<file path="config.mk">
export PLATFORM = sky130hd
export DESIGN_NAME = jt51_acc_mix
export DESIGN_NICKNAME = d
export VERILOG_FILES = /design/src/rtl/jt51_acc_pkg.sv /design/src/rtl/jt51_sh.sv /design/src/rtl/jt51_acc_mix.sv
export SDC_FILE = /design/constraint.sdc
export NUM_CORES = 1
export LEC_CHECK = 0
export BUFFER_PORTS_ARGS = -buffer_cell sky130_fd_sc_hd__buf_2
export CELL_PAD_IN_SITES_DETAIL_PLACEMENT = 2
export CELL_PAD_IN_SITES_GLOBAL_PLACEMENT = 2
export CORE_UTILIZATION = 44
export DETAILED_ROUTE_END_ITERATION = 8
export PLACE_DENSITY_LB_ADDON = 0.1
export REMOVE_ABC_BUFFERS = 1
export SLEW_MARGIN = 20
export SYNTH_ARGS = -nofsm -noshare
export SYNTH_HDL_FRONTEND = slang
export SYNTH_HIERARCHICAL = 1
export SYNTH_SLANG_ARGS = --single-unit
</file>
<file path="constraint.sdc">
create_clock -name clk -period 15.65 [get_ports clk]
set_input_delay 1.565 -clock clk [delete_from_list [all_inputs] [get_ports clk]]
set_output_delay 1.565 -clock clk [all_outputs]
set_load 0.05 [all_outputs]
</file>
<file path="src/rtl/jt51_acc_pkg.sv">
// Shared constants and helpers for the time-multiplexed FM output accumulator.
// Operator order within a frame is M1, M2, C1, C2.
package jt51_acc_pkg;

  localparam logic [1:0] OP_M1 = 2'd0;
  localparam logic [1:0] OP_M2 = 2'd1;
  localparam logic [1:0] OP_C1 = 2'd2;
  localparam logic [1:0] OP_C2 = 2'd3;

  // Indexed [algorithm][operator]; bit set means that operator is a carrier.
  localparam logic [7:0][3:0] CARRIER_MASK = {
    4'hf, 4'he, 4'he, 4'hc, 4'h8, 4'h8, 4'h8, 4'h8
  };

  // The noise generator output is aligned to a 14-bit operator sample.
  localparam int unsigned NOISE_ALIGN = 14;

  // Clamp a signed value to the range of a w-bit signed number.
  function automatic logic signed [63:0] sat(input logic signed [63:0] x,
                                             input int unsigned w);
    logic signed [63:0] hi;
    logic signed [63:0] lo;
    hi = (64'sd1 <<< (w - 1)) - 64'sd1;
    lo = -(64'sd1 <<< (w - 1));
    if (x > hi) return hi;
    if (x < lo) return lo;
    return x;
  endfunction

endpackage

</file>
<file path="src/rtl/jt51_sh.sv">
// Fixed-length delay line: drop returns the value written stages cen-cycles earlier.
// The bram variant keeps data in an unreset memory addressed by a rotating pointer.
module jt51_sh #(
  parameter int unsigned width  = 5,
  parameter int unsigned stages = 32,
  parameter int unsigned bram   = 0
) (
  input  logic             clk,
  input  logic             rst,
  input  logic             cen,
  input  logic [width-1:0] din,
  output logic [width-1:0] drop
);

  if (bram != 0) begin : g_ram
    localparam int unsigned PW = $clog2(stages);
    localparam logic [PW-1:0] PLAST = PW'(stages - 1);

    logic [width-1:0] mem [stages];
    logic [PW-1:0]    ptr;

    always_ff @(posedge clk or posedge rst) begin
      if (rst) ptr <= '0;
      else if (cen) ptr <= (ptr == PLAST) ? '0 : ptr + PW'(1);
    end

    always_ff @(posedge clk) begin
      if (cen) mem[ptr] <= din;
    end

    assign drop = mem[ptr];
  end else begin : g_reg
    logic [width-1:0] sr [stages];

    always_ff @(posedge clk or posedge rst) begin
      if (rst) begin
        for (int i = 0; i < int'(stages); i++) sr[i] <= '0;
      end else if (cen) begin
        sr[0] <= din;
        for (int i = 1; i < int'(stages); i++) sr[i] <= sr[i-1];
      end
    end

    assign drop = sr[stages-1];
  end

endmodule

</file>
<file path="src/rtl/jt51_acc_mix.sv">
// FM output accumulator: sums carrier operators per channel, applies attenuation and pan,
// and emits one saturated stereo sample per frame with a valid strobe and sticky clip flags.
module jt51_acc_mix
  import jt51_acc_pkg::*;
#(
  parameter int unsigned CH  = 8,
  parameter int unsigned OPS = 4,
  parameter int unsigned IW  = 14,
  parameter int unsigned OW  = 16
) (
  input  logic                         clk,
  input  logic                         rst,
  input  logic                         cen,
  input  logic                         sync,
  input  logic [IW-1:0]                op_out,
  input  logic [2:0]                   con_I,
  input  logic [1:0]                   rl_I,
  input  logic [2:0]                   att_I,
  input  logic                         ne,
  input  logic [11:0]                  noise_mix,
  input  logic                         clip_clr,
  output logic signed [OW-1:0]         left,
  output logic signed [OW-1:0]         right,
  output logic                         sample_valid,
  output logic                         clip_l,
  output logic                         clip_r,
  output logic [$clog2(CH*OPS)-1:0]    slot
);

  localparam int unsigned SW = $clog2(CH * OPS);
  localparam int unsigned BW = IW + 2;
  localparam int unsigned AW = IW + 2 + $clog2(CH);
  localparam logic [SW-1:0] LAST_SLOT = SW'(CH * OPS - 1);

  logic [SW-1:0]        slot_q;
  logic [SW-1:0]        cur;
  logic                 resync;
  logic                 last;
  logic [1:0]           op;
  logic                 carrier;
  logic signed [IW-1:0] noise_s;
  logic signed [IW-1:0] sample;
  logic signed [IW-1:0] term;
  logic signed [BW-1:0] buf_drop;
  logic signed [BW-1:0] buf_din;
  logic signed [BW-1:0] scaled;
  logic signed [AW-1:0] acc_l_q, acc_r_q;
  logic signed [AW-1:0] add_l, add_r;
  logic signed [AW-1:0] sum_l, sum_r;
  logic signed [63:0]   wide_l, wide_r;
  logic signed [63:0]   sat_l, sat_r;
  logic                 clip_set_l, clip_set_r;

  // A sync away from slot 0 restarts the frame: this input becomes slot 0.
  assign resync  = sync && (slot_q != '0);
  assign cur     = sync ? '0 : slot_q;
  assign last    = (cur == LAST_SLOT);
  assign op      = cur[SW-1 -: 2];
  assign carrier = CARRIER_MASK[con_I][op];
  assign slot    = slot_q;

  always_comb begin
    noise_s = {{(IW - 12){noise_mix[11]}}, noise_mix};
    noise_s = noise_s <<< (IW - NOISE_ALIGN);
    sample  = (ne && last) ? noise_s : $signed(op_out);
    term    = carrier ? sample : '0;
    // On C2 this is the channel total; on M1 it reloads the channel's buffer entry.
    buf_din = (op == OP_M1) ? BW'(term) : buf_drop + BW'(term);
    scaled  = buf_din >>> att_I;
    add_l   = (op == OP_C2 && rl_I[0]) ? AW'(scaled) : '0;
    add_r   = (op == OP_C2 && rl_I[1]) ? AW'(scaled) : '0;
    sum_l   = (resync ? '0 : acc_l_q) + add_l;
    sum_r   = (resync ? '0 : acc_r_q) + add_r;
    wide_l  = 64'(sum_l);
    wide_r  = 64'(sum_r);
    sat_l   = sat(wide_l, OW);
    sat_r   = sat(wide_r, OW);
    clip_set_l = (sat_l != wide_l);
    clip_set_r = (sat_r != wide_r);
  end

  jt51_sh #(
    .width  (BW),
    .stages (CH),
    .bram   (1)
  ) u_sum_buf (
    .clk  (clk),
    .rst  (rst),
    .cen  (cen),
    .din  (buf_din),
    .drop (buf_drop)
  );

  always_ff @(posedge clk or posedge rst) begin
    if (rst) begin
      slot_q       <= '0;
      acc_l_q      <= '0;
      acc_r_q      <= '0;
      left         <= '0;
      right        <= '0;
      sample_valid <= 1'b0;
      clip_l       <= 1'b0;
      clip_r       <= 1'b0;
    end else begin
      sample_valid <= 1'b0;
      if (clip_clr) begin
        clip_l <= 1'b0;
        clip_r <= 1'b0;
      end
      if (cen) begin
        slot_q <= last ? '0 : cur + SW'(1);
        if (last) begin
          acc_l_q      <= '0;
          acc_r_q      <= '0;
          left         <= sat_l[OW-1:0];
          right        <= sat_r[OW-1:0];
          sample_valid <= 1'b1;
          // Placed after the clear so a simultaneous saturation keeps the flag set.
          if (clip_set_l) clip_l <= 1'b1;
          if (clip_set_r) clip_r <= 1'b1;
        end else begin
          acc_l_q <= sum_l;
          acc_r_q <= sum_r;
        end
      end
    end
  end

endmodule
</file>
**After elaboration in Yosys (flattened, before gate mapping)**

Memory sizes are Yosys's and may differ from the RTL's.
Cells that the tools add are included.

- $add $sub $neg: 5
- Multiply operators: 0
- Divide/modulo/power cells: 0
- Magnitude comparators: 6
- Equal/unequal tests: 5
- Shift operators: 1
- Muxes and demuxes: 41
- Bitwise operators: 0
- Reductions and logical operators: 7

Operators with widths:

| cell | count |
|---|---|
| 64-bit 2-to-1 mux | 8 |
| 64-bit by 19-bit != test with 1-bit output | 2 |
| 19-bit 2-to-1 mux | 6 |
| 19-bit adder | 2 |
| 19-bit by 16-bit > comparator with 1-bit output (second input constant) | 2 |
| 19-bit by 16-bit < comparator with 1-bit output (second input constant) | 2 |
| 14-bit 2-to-1 mux | 2 |
| 1-bit 2-to-1 mux | 19 |
| 16-bit by 14-bit adder with 16-bit output | 1 |
| 16-bit 2-to-1 mux | 1 |
| 16-bit by 3-bit >>> shifter with 16-bit output | 1 |
| 5-bit 2-to-1 mux | 2 |
| 5-bit by 1-bit adder with 5-bit output (second input constant) | 1 |
| 5-bit equality test (second input constant) | 1 |
| 5-bit nonzero test | 1 |
| 1-bit logical AND | 4 |
| 3-bit by 4-bit < comparator with 1-bit output (second input constant) | 1 |
| 4-bit 2-to-1 mux | 1 |
| 3-bit by 1-bit adder with 3-bit output (second input constant) | 1 |
| 3-bit equality test (second input constant) | 1 |
| 2-bit by 3-bit < comparator with 1-bit output (second input constant) | 1 |
| 3-bit 2-to-1 mux | 1 |
| 1-bit binary-select mux with 2-bit select | 1 |
| 2-bit equality test (second input constant) | 1 |
| other kinds (2) | 2 |

- Flip-flop bits (word level): 81
- Bits in latches: 0
- Memory bits (writable): 128
- ROM bits: 32
- Input port bits: 40
- Output and inout bits: 40
- Word-level logic and storage cells: 76
- Memories: 2

Memory list:

| name | depth | width | read ports | clocked after Yosys merged registers in | wr ports | RTL line | text |
|---|---|---|---|---|---|---|---|
| u_sum_buf.g_ram.mem | 8 | 16 | 1 | 0 | 1 | jt51_sh.sv:19 | `logic [width-1:0] mem [stages];` |
| (no name shown) | 8 | 4 | 1 | 0 | 0 | jt51_acc_mix.sv:59 | `assign carrier = CARRIER_MASK[con_I][op];` |

**Logic depth before layout (Yosys ltp)**

- Word-level depth: 19
- Depth in mapped cells: 44
- Depth with buffers taken out: 42

**Modules after synthesis**

The synthesis kept the hierarchy.

Modules (own cells, without submodules):

| module | times used | cells each | area each (sq um) | sequential area each (sq um) |
|---|---|---|---|---|
| jt51_acc_mix | 1 | 864 | 7300.8 | 1951.9 |
| jt51_sh | 1 | 272 | 5165.0 | 3918.8 |

**Worst setup path after synthesis**

Ideal clock, no wire load.

- Kind: in2reg
- From: in sync
- To: reg clip_r
- Library setup time: 0.135 ns
- Data arrival time: 9.206 ns
- Required time: 15.515 ns
- Path slack: 6.309 ns
- Cell stages on the path: 38
- Path buffers: 2
- Cells stage by stage: buf_2 -> nor2b_1 -> ha_1 -> nand2_1 -> nor2_1 -> ha_1 -> nand2_1 -> buf_1 -> nand2_1 -> a21oi_1 -> ha_1 -> a21o_1 -> a211oi_1 -> a211oi_2 -> o31ai_1 -> nand3_1 -> xnor2_1 -> nor2_1 -> [2 not listed] -> ha_1 -> a21o_1 -> a211o_1 -> nor4b_1 -> o21ai_0 -> and4b_1 -> nor3_1 -> nor2_1 -> nor3_1 -> inv_1 -> ha_1 -> nor4b_1 -> nand4_1 -> nor2b_1 -> nand4_1 -> and4b_1 -> and4_1 -> a211oi_1

- Longest elaborated chain between the ends: 19
- Elaborated cells between the ends (all ways): 29
- Those cells by class: add/sub: 2; order compare: 2; eq/ne: 3; shift: 1; mux: 17; reduce/logical: 4

Ends and longest elaborated chain:

| element | RTL line | text |
|---|---|---|
| start: declaration | jt51_acc_mix.sv:14 | `input logic sync,` |
| 5-bit 2-to-1 mux (*) | jt51_acc_mix.sv:56 | `assign cur = sync ? '0 : slot_q;` |
| 5-bit equality test | jt51_acc_mix.sv:57 | `assign last = (cur == LAST_SLOT);` |
| 1-bit logical AND | jt51_acc_mix.sv:65 | `sample = (ne && last) ? noise_s : $signed(op_out);` |
| 14-bit 2-to-1 mux | jt51_acc_mix.sv:65 |  |
| 14-bit 2-to-1 mux | jt51_acc_mix.sv:66 | `term = carrier ? sample : '0;` |
| 16-bit by 14-bit adder with 16-bit output | jt51_acc_mix.sv:68 | `buf_din = (op == OP_M1) ? BW'(term) : buf_drop + BW'(term);` |
| 16-bit 2-to-1 mux (*) | jt51_acc_mix.sv:68 |  |
| named net buf_din[15] | jt51_acc_mix.sv:45 | `logic signed [BW-1:0] buf_din;` |
| [3 not listed] | -- |  |
| 19-bit by 16-bit < comparator with 1-bit output | jt51_acc_pkg.sv:26 | `if (x < lo) return lo;` |
| 1-bit 2-to-1 mux (2 in a row) | jt51_acc_pkg.sv:26 |  |
| 64-bit 2-to-1 mux | jt51_acc_pkg.sv:27 | `return x;` |
| 64-bit 2-to-1 mux | jt51_acc_pkg.sv:26 |  |
| 64-bit by 19-bit != test with 1-bit output (*) | jt51_acc_mix.sv:79 | `clip_set_r = (sat_r != wide_r);` |
| 1-bit 2-to-1 mux (*) | jt51_acc_mix.sv:120 | `if (clip_set_r) clip_r <= 1'b1;` |
| 1-bit 2-to-1 mux (*) | jt51_acc_mix.sv:112 | `if (last) begin` |
| 1-bit 2-to-1 mux (*) | jt51_acc_mix.sv:110 | `if (cen) begin` |
| end signal: assignment | jt51_acc_mix.sv:103 | `clip_r <= 1'b0;` |
| end signal: assignment | jt51_acc_mix.sv:108 | `clip_r <= 1'b0;` |
| end signal: assignment | jt51_acc_mix.sv:120 |  |
| end: declaration | jt51_acc_mix.sv:26 | `output logic clip_r,` |

Mark *: on every way through the listed nets, which the timed path passes. The rest lies on a longest branch. The select of a mux whose other input is x is not followed.
A chain may end at the register's enable or synchronous reset.

**Worst setup path in the final report**

Same ends and word-level chain as after synthesis.

==> implementation parameters <==
Parameter                              Value

Outcome
  Status ... complete, no violations

Floorplanning
  Effective utilization at floorplan ... 44.7%
  Placement row count ... 61
  Die height ... ~170 µm
  Die area ... 29000 µm²
  Horizontal extent of the die ... around 170 µm
  Core outline area ... 27900 µm²
  # IOs ... 80

Critical path
  Sort of element at the end of the critical path ... flip-flop
  Highest net fanout along the worst path ... 14
  Critical Path Slowest Stage Cell ... sky130_fd_sc_hd__o31ai_1
  Data arrival time of the critical path ... 10970 ps
  Longest individual stage delay on the worst path ... 560 ps
  Cell repeated most along the worst path ... sky130_fd_sc_hd__ha_1
  CP Data Required Time ... 16060 ps
  Worst Setup Path Type ... in2reg
  Nature of the critical path startpoint ... primary input

Global routing
  First-pass GRT wire length ... 63100 µm
  Initial antenna violation count ... 1
  Pin count of the biggest net entering global routing ... 70
  Aggregate global routing overflow ... 0
  Overall Global Routing Usage ... 29.1%
  Via count of the first global-routing pass ... 10500

Layout
  Fraction of layout cells with a size suffix above 1 ... 15.5%
  Diode count ... 0
  Commonest cells after routing, fill and taps aside ... sky130_fd_sc_hd__edfxtp_1, sky130_fd_sc_hd__nor2_1, sky130_fd_sc_hd__dfrtp_1, sky130_fd_sc_hd__buf_2, sky130_fd_sc_hd__a21oi_1
  Number of nets at the end of the flow ... 1298
  Area growth from synthesis to layout ... 12.4%
  Most common cell after layout, fill and taps aside ... sky130_fd_sc_hd__edfxtp_1

Timing
  Minimum period implied by the final worst setup slack ... 10560 ps
  RSZ-0062 raised after global routing ... false
  Number of setup violations in the final report ... 0
  Final worst path period share ... 67.5%
  Final setup TNS ... 0 ps
  Headroom to the max-slew limit ... 31.7%
  Worst Skew ... 21.1 ps
  Hold Fails Final Rpt ... 0
  Worst-Margin Slew ... 1020 ps
  Final number of max-transition violations ... 0
  FMAX ... ~95 MHz

Placement
  Port Buffers ... 79
  Gp weighted congestion ... 0.855
  Hpwl dp ... 28800 µm

Routing
  Sum of routed wire length over all layers ... 41500 µm
  DRC marker count from the first detailed-route iteration ... 647
  Routed vias ... 9710
  DRC violations left ... 0
  Via-to-Cell Ratio ... approximately 6
  Post-route ant nets ... 0
  Length of the first detailed-routing pass in iterations ... 5
  Wirelength per Cell ... 26.1 µm

Clocking
  Count of hold buffers inserted by post-cts repair ... 0
  Total of cells resized after clock tree synthesis ... 0
  Clock Latency Late Sink ... 550 ps
  Clock root buffer ... sky130_fd_sc_hd__clkbuf_16
  Setup fix buffers added after clock tree synthesis ... 0
  CTS Buf Count ... 25
  Sinks on the clock net ... 209
  Number of buffers on the longest clock path ... 3
  CTS tree ... yes
  # H-tree levels ... 1
  Reg clk slew, reported paths ... 60 ps

Pwr
  Worst VDD drop ... 0.104 mV
  Leakage ... 6.03 nW
  Total power ... 1.77 mW
  Total power density per cell area ... 126 nW/µm²

Yosys
  Number of cells produced by synthesis ... 1136
  Ys flop type ... sky130_fd_sc_hd__edfxtp_1
  Synthesized area divided by synthesized cell count ... approximately 11 µm²
  Sequential-to-total area share from yosys stat ... 47.1%
  Yosys warnings ... 6
  Async set-or-reset flop fraction in the synthesized netlist ... about two fifths
  Mapped cell area ... approximately 12000 µm²
  Number of different library cells in the post-synthesis netlist ... between 80 and 90
  Yosys reg bits ... 209
  EDFF count, synth ... 128

Hold path
  Worst min-delay path category ... reg2reg

Run
  Number of violations of the max-capacitance limit ... 0
==> Yosys cell counts (5+ instances only) <==
library cell                instances  share of area (%)
sky130_fd_sc_hd__edfxtp_1         128                 31
sky130_fd_sc_hd__nor2_1           105                3.2
sky130_fd_sc_hd__dfrtp_1           81                 16
sky130_fd_sc_hd__a21oi_1           66                2.6
sky130_fd_sc_hd__nand2_1           58                1.7
sky130_fd_sc_hd__ha_1              56                5.6
sky130_fd_sc_hd__and2_1            45                2.3
sky130_fd_sc_hd__inv_1             44                1.3
sky130_fd_sc_hd__clkbuf_1          38                1.1
sky130_fd_sc_hd__mux2i_1           37                3.0
sky130_fd_sc_hd__o2bb2ai_1         35                2.5
sky130_fd_sc_hd__o21ai_0           31                1.2
sky130_fd_sc_hd__o22a_1            30                2.1
sky130_fd_sc_hd__nor3_1            25                1.0
sky130_fd_sc_hd__xor2_1            21                1.5
sky130_fd_sc_hd__nand3_1           19               0.76
sky130_fd_sc_hd__xnor2_1           19                1.3
sky130_fd_sc_hd__a211oi_1          17                1.0
sky130_fd_sc_hd__a21o_1            17                1.0
sky130_fd_sc_hd__nor2b_1           17               0.85
sky130_fd_sc_hd__and3_1            15               0.75
sky130_fd_sc_hd__a211o_1           12               0.84
sky130_fd_sc_hd__mux4_2            12                2.2
sky130_fd_sc_hd__o211ai_1          12               0.72
sky130_fd_sc_hd__o21a_1            12               0.72
sky130_fd_sc_hd__mux2_2            11               0.99
sky130_fd_sc_hd__buf_2             10               0.40
sky130_fd_sc_hd__nand2b_1          10               0.50
sky130_fd_sc_hd__nand4_1            9               0.45
sky130_fd_sc_hd__a22oi_1            8               0.48
sky130_fd_sc_hd__a31oi_1            8               0.40
sky130_fd_sc_hd__mux4_1             8                1.7
sky130_fd_sc_hd__o31ai_1            7               0.42
sky130_fd_sc_hd__o32a_1             7               0.56
sky130_fd_sc_hd__or2_2              7               0.35
sky130_fd_sc_hd__a22o_1             6               0.42
sky130_fd_sc_hd__buf_1              6               0.18
sky130_fd_sc_hd__nor4_1             5               0.25
sky130_fd_sc_hd__o21bai_1           5               0.30
==> where the power goes <==
| group | internal (mW) | switching [mW] | leakage (nW) |
|---|---|---|---|
| Sequential | 0.635 | 0.0143 | 2.32 |
| Combinational | 0.179 | 0.354 | 3.31 |
| Clock | 0.345 | 0.245 | 0.400 |
| Total | 1.16 | 0.612 | 6.03 |
==> sequential cells by signal, indices dropped and copies added, names as in the netlist <==
signal,flops
acc_l_q,19
acc_r_q,19
clip_l,1
clip_r,1
left,16
right,16
sample_valid,1
slot,5
u_sum_buf/g_ram.mem,128
u_sum_buf/g_ram.ptr,3
==> metal layers <==
layer	part of all wire, %	wire (µm)	track usage (%)	vias up
li1	-	-	-	4411
met1	44	18200	38.8	4993
met5	0	0	0	-
met4	2.3	953	8.11	0
met3	5.3	2210	4.56	65
met2	48	20100	49.2	241
==> final cells by class <==
type                    instances  area (µm²)
clock buffers                  29         641
clock inverters                15         171
fillers                      2843       13800
inverters                      47         178
multi-input cells             819        6150
flip-flops and latches        209        5870
well taps                     378         473
repair buffers                 97         531
==> per-stage QoR <==
step                hold slack [ps]  util [%]  std cells  worst slack (ps)  area [µm²]
floorplan                       447         -       1075              6380       12200
global placement                461      47.4       1550              5120       13200
detailed placement              467      47.4       1550              4680       13200
CTS                             484      50.3       1594              5150       14000
global route                    499      50.3       1594              4390       14000
finish                          484      50.3       1594              5090       14000
==> cell families (layout without fill, tap and decap cells) <==
group                      count (synthesis)  count (layout)  synth area share, %
muxes                                     71              71                 8.18
adders and majority gates                 60              60                 6.18
AOI/OAI and AO/OA                        305             305                 18.0
DFF                                      209             209                 47.1
buffers and inverters                    108             188                 3.72
xor gates and xnor gates                  41              41                 2.94
and+or+nand+nor                          342             342                 13.9
==> critical path: cells and delay by family <==
kind / cells / cell delay (ps)
simple gates: 19 / 4190
compound gates: 10 / 2530
fa+ha+maj: 5 / 1590
buf+inv: 3 / 470
mux: 1 / 420
xor+xnor: 1 / 190
==> path summary, 6_finish.rpt <==
| kind | start | end | slack [ps] | cells past startpoint |
|---|---|---|---|---|
| worst min-delay path | acc_l_q[14]$_DFFE_PP0P_ | acc_l_q[14]$_DFFE_PP0P_ | 480 | 1 |
| worst min register to register | acc_l_q[14]$_DFFE_PP0P_ | acc_l_q[14]$_DFFE_PP0P_ | 480 | 1 |
| worst max register to register | slot[0]$_DFFE_PP0P_ | clip_r$_DFF_PP0_ | 5820 | 38 |
| min in group asynchronous | rst | u_sum_buf/g_ram.ptr[0]$_DFFE_PP0P_ | 930 | 2 |
| worst max-delay path | sync | clip_r$_DFF_PP0_ | 5090 | 39 |
| max in group asynchronous | rst | right[5]$_DFFE_PP0P_ | 13500 | 3 |
Power figures use the tool's default switching activity.
